$ cat src/rtl/m_wb_uart_if.sv
// m_wb_uart_if: Wishbone slave bus between the midgetv core and the UART
//   CYC_I/STB_I/WE_I : cycle, strobe, write enable (master -> slave)
//   ADR_I            : register select, 0 = DATA, 1 = STATUS
//   DAT_I / DAT_O    : write data / read data
//   ACK_O            : registered acknowledge (slave -> master)
interface m_wb_uart_if;
  logic        CYC_I;
  logic        STB_I;
  logic        WE_I;
  logic        ADR_I;
  logic [31:0] DAT_I;
  logic [31:0] DAT_O;
  logic        ACK_O;
  modport master (output CYC_I, STB_I, WE_I, ADR_I, DAT_I, input DAT_O, ACK_O);
  modport slave  (input CYC_I, STB_I, WE_I, ADR_I, DAT_I, output DAT_O, ACK_O);
endinterface

$ cat src/rtl/m_wb_uart.sv
// m_wb_uart: Wishbone UART, 8N1, one TX holding register and one RX data register
//   CLK_I, RST_I : clock, asynchronous active-high reset
//   wb           : Wishbone slave port (m_wb_uart_if.slave)
//   usartRX      : asynchronous serial input
//   usartTX      : registered serial output
module m_wb_uart #(
  parameter int CLKDIV = 208
) (
  input  logic       CLK_I,
  input  logic       RST_I,
  m_wb_uart_if.slave wb,
  input  logic       usartRX,
  output logic       usartTX
);
  localparam logic [15:0] LP_FULL = 16'(CLKDIV - 1);
  localparam logic [15:0] LP_HALF = 16'(CLKDIV / 2 - 1);
  typedef enum logic [1:0] {S_IDLE, S_START, S_DATA, S_STOP} t_state;
  t_state r_tx_st, w_tx_st, r_rx_st, w_rx_st;
  logic [15:0] r_tx_cnt, w_tx_cnt, r_rx_cnt, w_rx_cnt;
  logic [2:0] r_tx_bit, w_tx_bit, r_rx_bit, w_rx_bit;
  logic [7:0] r_hold, w_hold, r_tx_sh, w_tx_sh, r_rx_sh, w_rx_sh, r_rxdata, w_rxdata;
  logic r_txfull, w_txfull, r_rxvalid, w_rxvalid, r_ovr, w_ovr, r_ferr, w_ferr;
  logic r_tx, w_tx, r_ack, r_rx_s1, r_rx_s2, r_rx_prev;
  logic w_acc, w_wr, w_rd, w_rx_done;
  assign w_acc = wb.CYC_I & wb.STB_I & ~r_ack;
  assign w_wr = w_acc & wb.WE_I & ~wb.ADR_I;
  assign w_rd = w_acc & ~wb.WE_I & ~wb.ADR_I;
  assign wb.ACK_O = r_ack;
  assign wb.DAT_O = wb.ADR_I ? {28'h0, r_ferr, r_ovr, r_rxvalid, r_txfull} : {24'h0, r_rxdata};
  assign usartTX = r_tx;
  assign w_hold = (w_wr & ~r_txfull) ? wb.DAT_I[7:0] : r_hold;
  // a byte completing in the read cycle keeps rxvalid; an overrun keeps the old byte
  assign w_rxvalid = w_rx_done | (r_rxvalid & ~w_rd);
  assign w_ovr = (w_rx_done & r_rxvalid) | (r_ovr & ~w_rd);
  assign w_ferr = (w_rx_done & ~r_rxvalid) ? ~r_rx_s2 : (r_ferr & ~w_rd);
  assign w_rxdata = (w_rx_done & ~r_rxvalid) ? r_rx_sh : r_rxdata;
  always_comb begin
    w_tx_st = r_tx_st;
    w_tx_cnt = (r_tx_cnt != 16'd0) ? r_tx_cnt - 16'd1 : 16'd0;
    w_tx_bit = r_tx_bit;
    w_tx_sh = r_tx_sh;
    w_txfull = r_txfull | w_wr;
    case (r_tx_st)
      S_IDLE: if (r_txfull) begin
        w_tx_st = S_START;
        w_tx_cnt = LP_FULL;
        w_tx_sh = r_hold;
        w_txfull = 1'b0;
      end
      S_START: if (r_tx_cnt == 16'd0) begin
        w_tx_st = S_DATA;
        w_tx_cnt = LP_FULL;
        w_tx_bit = 3'd0;
      end
      S_DATA: if (r_tx_cnt == 16'd0) begin
        w_tx_cnt = LP_FULL;
        w_tx_bit = r_tx_bit + 3'd1;
        w_tx_sh = r_tx_sh >> 1;
        if (r_tx_bit == 3'd7) w_tx_st = S_STOP;
      end
      // the IDLE cycle that follows is the last cycle of the stop bit
      S_STOP: if (r_tx_cnt == 16'd1) w_tx_st = S_IDLE;
    endcase
    w_tx = (w_tx_st == S_START) ? 1'b0 : (w_tx_st == S_DATA) ? w_tx_sh[0] : 1'b1;
  end
  always_comb begin
    w_rx_st = r_rx_st;
    w_rx_cnt = (r_rx_cnt != 16'd0) ? r_rx_cnt - 16'd1 : 16'd0;
    w_rx_bit = r_rx_bit;
    w_rx_sh = r_rx_sh;
    w_rx_done = 1'b0;
    case (r_rx_st)
      S_IDLE: if (r_rx_prev & ~r_rx_s2) begin
        w_rx_st = S_START;
        w_rx_cnt = LP_HALF;
      end
      S_START: if (r_rx_cnt == 16'd0) begin
        w_rx_st = r_rx_s2 ? S_IDLE : S_DATA;
        w_rx_cnt = r_rx_s2 ? 16'd0 : LP_FULL;
        w_rx_bit = 3'd0;
      end
      S_DATA: if (r_rx_cnt == 16'd0) begin
        w_rx_sh = {r_rx_s2, r_rx_sh[7:1]};
        w_rx_cnt = LP_FULL;
        w_rx_bit = r_rx_bit + 3'd1;
        if (r_rx_bit == 3'd7) w_rx_st = S_STOP;
      end
      S_STOP: if (r_rx_cnt == 16'd0) begin
        w_rx_done = 1'b1;
        w_rx_st = S_IDLE;
      end
    endcase
  end
  always_ff @(posedge CLK_I or posedge RST_I) begin
    if (RST_I) begin
      r_tx_st <= S_IDLE;
      r_rx_st <= S_IDLE;
      r_tx_cnt <= 16'd0;
      r_rx_cnt <= 16'd0;
      r_tx_bit <= 3'd0;
      r_rx_bit <= 3'd0;
      r_hold <= 8'd0;
      r_tx_sh <= 8'd0;
      r_rx_sh <= 8'd0;
      r_rxdata <= 8'd0;
      r_txfull <= 1'b0;
      r_rxvalid <= 1'b0;
      r_ovr <= 1'b0;
      r_ferr <= 1'b0;
      r_tx <= 1'b1;
      r_ack <= 1'b0;
      r_rx_s1 <= 1'b1;
      r_rx_s2 <= 1'b1;
      r_rx_prev <= 1'b1;
    end else begin
      r_tx_st <= w_tx_st;
      r_rx_st <= w_rx_st;
      r_tx_cnt <= w_tx_cnt;
      r_rx_cnt <= w_rx_cnt;
      r_tx_bit <= w_tx_bit;
      r_rx_bit <= w_rx_bit;
      r_hold <= w_hold;
      r_tx_sh <= w_tx_sh;
      r_rx_sh <= w_rx_sh;
      r_rxdata <= w_rxdata;
      r_txfull <= w_txfull;
      r_rxvalid <= w_rxvalid;
      r_ovr <= w_ovr;
      r_ferr <= w_ferr;
      r_tx <= w_tx;
      r_ack <= wb.CYC_I & wb.STB_I & ~r_ack;
      r_rx_s1 <= usartRX;
      r_rx_s2 <= r_rx_s1;
      r_rx_prev <= r_rx_s2;
    end
  end
endmodule

$ cat src/flat_wrapper.sv
// flat-port wrapper written by rule: the top's interface ports become plain ports
module m_wb_uart_flat 
#(
  parameter int CLKDIV = 208
)
  (CLK_I, RST_I, usartRX, usartTX, wb_CYC_I, wb_STB_I, wb_WE_I, wb_ADR_I, wb_DAT_I, wb_DAT_O, wb_ACK_O);
  m_wb_uart_if wb_i ();
  input  logic CLK_I;
  input  logic RST_I;
  input  logic usartRX;
  output logic usartTX;
  input wire logic [$bits(wb_i.CYC_I)-1:0] wb_CYC_I;
  input wire logic [$bits(wb_i.STB_I)-1:0] wb_STB_I;
  input wire logic [$bits(wb_i.WE_I)-1:0] wb_WE_I;
  input wire logic [$bits(wb_i.ADR_I)-1:0] wb_ADR_I;
  input wire logic [$bits(wb_i.DAT_I)-1:0] wb_DAT_I;
  output wire logic [$bits(wb_i.DAT_O)-1:0] wb_DAT_O;
  output wire logic [$bits(wb_i.ACK_O)-1:0] wb_ACK_O;
  assign wb_i.CYC_I = wb_CYC_I;
  assign wb_i.STB_I = wb_STB_I;
  assign wb_i.WE_I = wb_WE_I;
  assign wb_i.ADR_I = wb_ADR_I;
  assign wb_i.DAT_I = wb_DAT_I;
  assign wb_DAT_O = wb_i.DAT_O;
  assign wb_ACK_O = wb_i.ACK_O;
  m_wb_uart #(.CLKDIV(CLKDIV)) u_core (.CLK_I(CLK_I), .RST_I(RST_I), .wb(wb_i), .usartRX(usartRX), .usartTX(usartTX));
endmodule
$ cat config.mk
export PLATFORM = sky130hd
export DESIGN_NAME = m_wb_uart_flat
export DESIGN_NICKNAME = d
export VERILOG_FILES = /design/src/rtl/m_wb_uart_if.sv /design/src/rtl/m_wb_uart.sv /design/src/flat_wrapper.sv
export SDC_FILE = /design/constraint.sdc
export NUM_CORES = 1
export LEC_CHECK = 0
export BUFFER_PORTS_ARGS = -buffer_cell sky130_fd_sc_hd__buf_2
export CAP_MARGIN = 30
export CORE_ASPECT_RATIO = 0.6
export CORE_UTILIZATION = 57
export CTS_CLUSTER_DIAMETER = 60
export DETAILED_ROUTE_END_ITERATION = 16
export PLACE_DENSITY_LB_ADDON = 0.25
export REMOVE_ABC_BUFFERS = 1
export SLEW_MARGIN = 40
export SYNTH_ARGS = -nofsm -noshare
export SYNTH_HDL_FRONTEND = slang
export SYNTH_SLANG_ARGS = --single-unit
export TNS_END_PERCENT = 10
$ cat constraint.sdc
create_clock -name CLK_I -period 3.61 [get_ports CLK_I]
set_clock_uncertainty 0.2 [all_clocks]
set_input_delay 0.361 -clock CLK_I [delete_from_list [all_inputs] [get_ports CLK_I]]
set_output_delay 0.361 -clock CLK_I [all_outputs]
set_load 0.02 [all_outputs]
Word level (Yosys, flattened, before mapping)
Index checks and enable logic that the tools add are counted.
{"block": "word_totals", "latchBits": 0, "register_bits": 83, "romBits": 0, "mem_bits_rw": 0, "mem_count": 0, "output_inout_bits": 34}
{"block": "op_classes", "bitwise_logic": 23, "shifts": 0, "mux": 40, "n_addsub": 4, "order_cmp": 0, "n_reduce_logical": 15, "eq_ne": 19, "div_mod_pow": 0, "mul": 0}
{"cell": "16-bit two-way mux", "count": 7}
{"cell": "16-bit case mux with 3 select lines", "count": 1}
{"cell": "16-bit logical NOT", "count": 2}
{"cell": "8-bit two-way mux", "count": 4}
{"cell": "16-bit case mux with 2 select lines", "count": 1}
{"cell": "16-bit nonzero test", "count": 2}
{"cell": "16-bit by 1-bit subtractor with 16-bit output, second input constant", "count": 2}
{"cell": "2-bit two-way mux", "count": 11}
{"cell": "16-bit by 1-bit equality test with 1-bit output, second input constant", "count": 1}
{"cell": "2-bit by 1-bit != test with 1-bit output, second input constant", "count": 8}
{"cell": "2-bit case mux with 4 select lines", "count": 2}
{"cell": "8-bit case mux with 2 select lines", "count": 1}
{"cell": "1-bit AND", "count": 13}
{"cell": "3-bit two-way mux", "count": 4}
{"cell": "3-bit case mux with 2 select lines", "count": 2}
{"cell": "2-bit equality test, second input constant", "count": 5}
{"cell": "3-bit AND reduction", "count": 3}
{"cell": "1-bit two-way mux", "count": 7}
{"cell": "1-bit NOT", "count": 7}
{"cell": "3-bit by 1-bit adder with 3-bit output, second input constant", "count": 2}
{"cell": "2-bit by 1-bit equality test with 1-bit output, second input constant", "count": 3}
{"cell": "3-bit equality test, second input constant", "count": 2}
{"cell": "2-bit nonzero test", "count": 3}
{"cell": "5-bit AND reduction", "count": 1}
{"cell": "other kinds (4)", "count": 7}

Longest topological paths before layout
{"block": "logic_depth", "ltp_word": 7, "depth_mapped": 9, "mapped_depth_nobuf": 7}

Worst setup path after synthesis
OpenSTA, ideal clock, no wires.
{"block": "synth_path", "path_kind": "reg2reg", "start": "reg u_core.r_rx_cnt[0]", "end": "reg u_core.r_rxdata[0]", "setup_time_ps": 125, "required_time_ps": 3285, "t_arrival_ps": 2114, "setup_slack_ps": 1171, "path_stages_with_launch": 9, "path_buffers": 1, "path_cell_list": "dfrtp_1 inv_1 ha_1 or3b_1 clkbuf_1 nor4_4 nand2_2 nor2_8 mux2_2"}
{"block": "synth_between", "elab_chain_cells": 4}
{"element": "start: declaration", "line_no": "m_wb_uart.sv:19", "source": "logic [15:0] r_tx_cnt, w_tx_cnt, r_rx_cnt, w_rx_cnt;"}
{"element": "start signal: assignment", "line_no": "m_wb_uart.sv:119", "source": "r_rx_cnt <= w_rx_cnt;"}
{"element": "16-bit logical NOT", "line_no": "m_wb_uart.sv:88", "source": "S_STOP: if (r_rx_cnt == 16'd0) begin"}
{"element": "1-bit two-way mux", "line_no": "m_wb_uart.sv:88"}
{"element": "1-bit two-way mux", "line_no": "m_wb_uart.sv:72", "source": "case (r_rx_st)"}
{"element": "1-bit AND", "line_no": "m_wb_uart.sv:36", "source": "assign w_rxdata = (w_rx_done & ~r_rxvalid) ? r_rx_sh : r_rxdata;"}
{"element": "end signal: assignment", "line_no": "m_wb_uart.sv:125", "source": "r_rxdata <= w_rxdata;"}
{"element": "end: declaration", "line_no": "m_wb_uart.sv:21", "source": "logic [7:0] r_hold, w_hold, r_tx_sh, w_tx_sh, r_rx_sh, w_rx_sh, r_rxdata, w_rxdata;"}
No other way between the ends.
A chain may end at the register's enable or synchronous reset.

Final worst setup path
{"block": "layout_path", "start": "reg u_core.r_rx_cnt[0]", "end": "reg u_core.r_rxdata[1]"}
The elaborated chain is that of the path after synthesis.

==> impl_metrics.tcl <==
set metrics [dict create \
    p_leak_nw 2.40 \
    startpoint_type "register" \
    grt_max_degree 45 \
    reg2reg_to "u_core.r_rxdata[1]" \
    final_area_um2 4900 \
    slowest_delay_ps 610 \
    drive_gt1_share_pct 20.9 \
    synth_area_leaders "dfrtp_1, mux2_2, ha_1, buf_4, nor2_1" \
    multiInputGateArea_um2 2100 \
    crit_chain "inv_1 > ha_1 > or3b_1 > nor4_4 > nand2_2 > nor2_8 > mux2_2" \
    postCtsHoldBufs 2 \
    cts-root-buf "clkbuf_16" \
    grtUsageTotal_pct 23.1 \
    slew_violations 0 \
    peakVddDrop_v 0.000405 \
    endpoint "u_core.r_rxdata[1]" \
    critPathTopFamily "simple AND/OR/NAND/NOR gates" \
    yosysMostFrequentCell "dfrtp_1" \
    core_region_area_um2 7360 \
    netlist_area_um2 4390 \
    grt_pass1_vias 2825 \
    crit_path_max_fanout 9 \
    grt_pass1_wl_mm 14.1 \
    ys_seq_area_share_pct 47.4 \
    final_util_pct 66.6 \
    path_buf_inv 1 \
    synth_edf_count 0 \
    gp_congestion 0.784 \
    dieArea_um2 8070 \
    ys_ff_latch 83 \
    crit_start "u_core.r_rx_cnt[0]" \
    wl_per_cell_um 15.5 \
    path_class "register to register" \
    cts_resized 0 \
    setup_viol 0 \
    cts_tree "yes" \
    diodes 0 \
    status "finished, final reports clean" \
    syn_inst 408 \
    critical_path_depth 7 \
    synth_top_area_share_pct 45.0 \
    syn_to_final_growth_pct 11.7 \
    io_pins 73 \
    ctsHtreeMaxLevel 3 \
    drv_cap 0 \
    clk_pin_slew_ps 60 \
    die_h_um 70.0 \
    fin_nets 495 \
    max_freq_mhz 354 \
    worstPathRequired_ps 3630 \
    rr_worst_depth 7 \
    rsz0062_at_grt "false" \
    routed_wl_mm 8.49 \
    slowest_stage "nor4_4" \
    synthFlopType "dfrtp_1" \
    placed_area_um2 4540 \
    tightest_slew_ps 783 \
    grt_overflow 0 \
    cts_buffers 9 \
    drt_pass1_iterations 4 \
    initial_core_util_pct 59.7 \
    synth-async-reset-ratio_pct 100 \
    period_share_pct 78.3 \
    power_density_nw_per_um2 610 \
    vias_per_cell 5.57 \
    cp-end-kind "register" \
    setup_tns_ps 0 \
    antenna_found_initial 0 \
    synth.distinct_cells 65 \
    clk_path_buf_depth 2 \
    fill_cells 574 \
    drc_errors 0 \
    num_rows 24 \
    post-cts-setup-buffers 0 \
    seqCellArea_um2 2080 \
    clock-sinks 83 \
    slew_headroom_pct 47.2 \
    rrSetupSlack_ps 780 \
    synth_largest_area_cell "dfrtp_1" \
    critical_path_arrival_ps 2840 \
    hpwl_mm 6.04 \
    hold_path_depth 2 \
    avgSynthCellArea_um2 10.8 \
    final-hold-violation-count 0 \
    die_x_um 115 \
    ys_warn_count 0 \
    clkLatencyLatePin_ps 330 \
    via_count 3054 \
    portBuffers 24 \
    timing.rr.start "u_core.r_rx_cnt[0]" \
    min_path_type "input port to register" \
    synth_common_cells "dfrtp_1, nor2_1, buf_4, mux2_2, nand2_1" \
    initialDrtViolationCount 191 \
    ant_nets 0 \
    fin_crit_ps 2830 \
]
[power breakdown]
group          internal (mW)  total, mW  switching, mW
combinational          0.306      0.761          0.455
clock                  0.695       1.04          0.350
sequential              1.06       1.18          0.121
total                   2.06       2.99          0.926
[per-layer routing]
layer | vias to the layer above | global-route usage, % | wire, um | share of wire [%]
met5 | - | 0 | 0 | 0
met3 | 15 | 6.34 | 485 | 5.7
met4 | 0 | 5.63 | 98 | 1.2
li1 | 1451 | - | - | -
met1 | 1486 | 35.3 | 4250 | 50
met2 | 102 | 32.2 | 3650 | 43
[state kept, by name, indices dropped and copies added, names as in the netlist, 3 cells and up, named ones only]
signal           flops
u_core.r_rx_cnt     16
u_core.r_rx_sh       8
u_core.r_tx_bit      3
u_core.r_rxdata      8
u_core.r_rx_bit      3
u_core.r_hold        8
u_core.r_tx_sh       8
u_core.r_tx_cnt     16
[layout make-up]
cell class                 instances  share of cell area [%]
timing repair buffer              31                    3.62
inverter                          17                    1.35
multi-input combinational        297                    42.9
clock buffer                      12                    5.03
sequential                        83                    42.5
tap                              104                    2.65
clock inverter                     4                    1.99
[stage by stage]
| step | total power [mW] | hold WS (ps) | std cells | setup WS, ps |
|---|---|---|---|---|
| detailed placement | 1.95 | 154 | 530 | 770 |
| CTS | 3.01 | 55.1 | 548 | 747 |
| finish | 2.99 | 61.3 | 548 | 785 |
| floorplan | 1.76 | 145 | 397 | 918 |
| global route | 3.16 | 51.0 | 548 | 642 |
| global placement | 1.91 | 154 | 530 | 877 |
[worst min-delay path by stage]
stage / from / endpoint / slack, ps
after floorplan: u_core.r_rx_s1 / u_core.r_rx_s2 / 150
after global placement: u_core.r_rx_s1 / u_core.r_rx_s2 / 150
after detailed placement: u_core.r_rx_s1 / u_core.r_rx_s2 / 150
after CTS: wb_DAT_I[3] / u_core.r_hold[3] / 60
after global routing: wb_DAT_I[3] / u_core.r_hold[3] / 50
final: wb_DAT_I[3] / u_core.r_hold[3] / 60
[worst register-to-register path, cell delays in order, from the launching register on]
cell     delay (ps)
dfrtp_1         400
inv_1            70
ha_1            170
or3b_1          500
nor4_4          610
nand2_2         190
nor2_8          210
mux2_2          360
[cell usage in the layout (no fill, tap or decap), types with 7 or more instances in the layout]
| cell type | netlist | layout |
|---|---|---|
| o21ai_0 | 10 | 10 |
| dfrtp_1 | 79 | 79 |
| nand2_1 | 24 | 24 |
| xor2_1 | 13 | 13 |
| a21oi_1 | 18 | 18 |
| mux2_4 | 8 | 8 |
| ha_1 | 17 | 17 |
| nor3_1 | 7 | 7 |
| mux2_2 | 24 | 24 |
| inv_1 | 17 | 16 |
| nor2_1 | 44 | 44 |
| xnor2_1 | 10 | 10 |
| clkbuf_16 | 0 | 9 |
| buf_2 | 1 | 24 |
| conb_1 | 1 | 24 |
| a22oi_1 | 7 | 7 |
| nor2b_1 | 7 | 7 |
[kinds of logic (layout without fill, tap and decap cells)]
kind of cell    after synthesis  after routing  share of synthesized area [%]
xor+xnor                     23             23                           4.59
fa+ha+maj                    17             17                           4.85
other cells                   1             24                         0.0854
simple gates                129            129                           16.4
compound gates               70             70                           10.7
flops                        83             83                           47.4
mux                          34             34                           9.35
buf+inv                      51             64                           6.61
(Power assumes the default switching activity.)
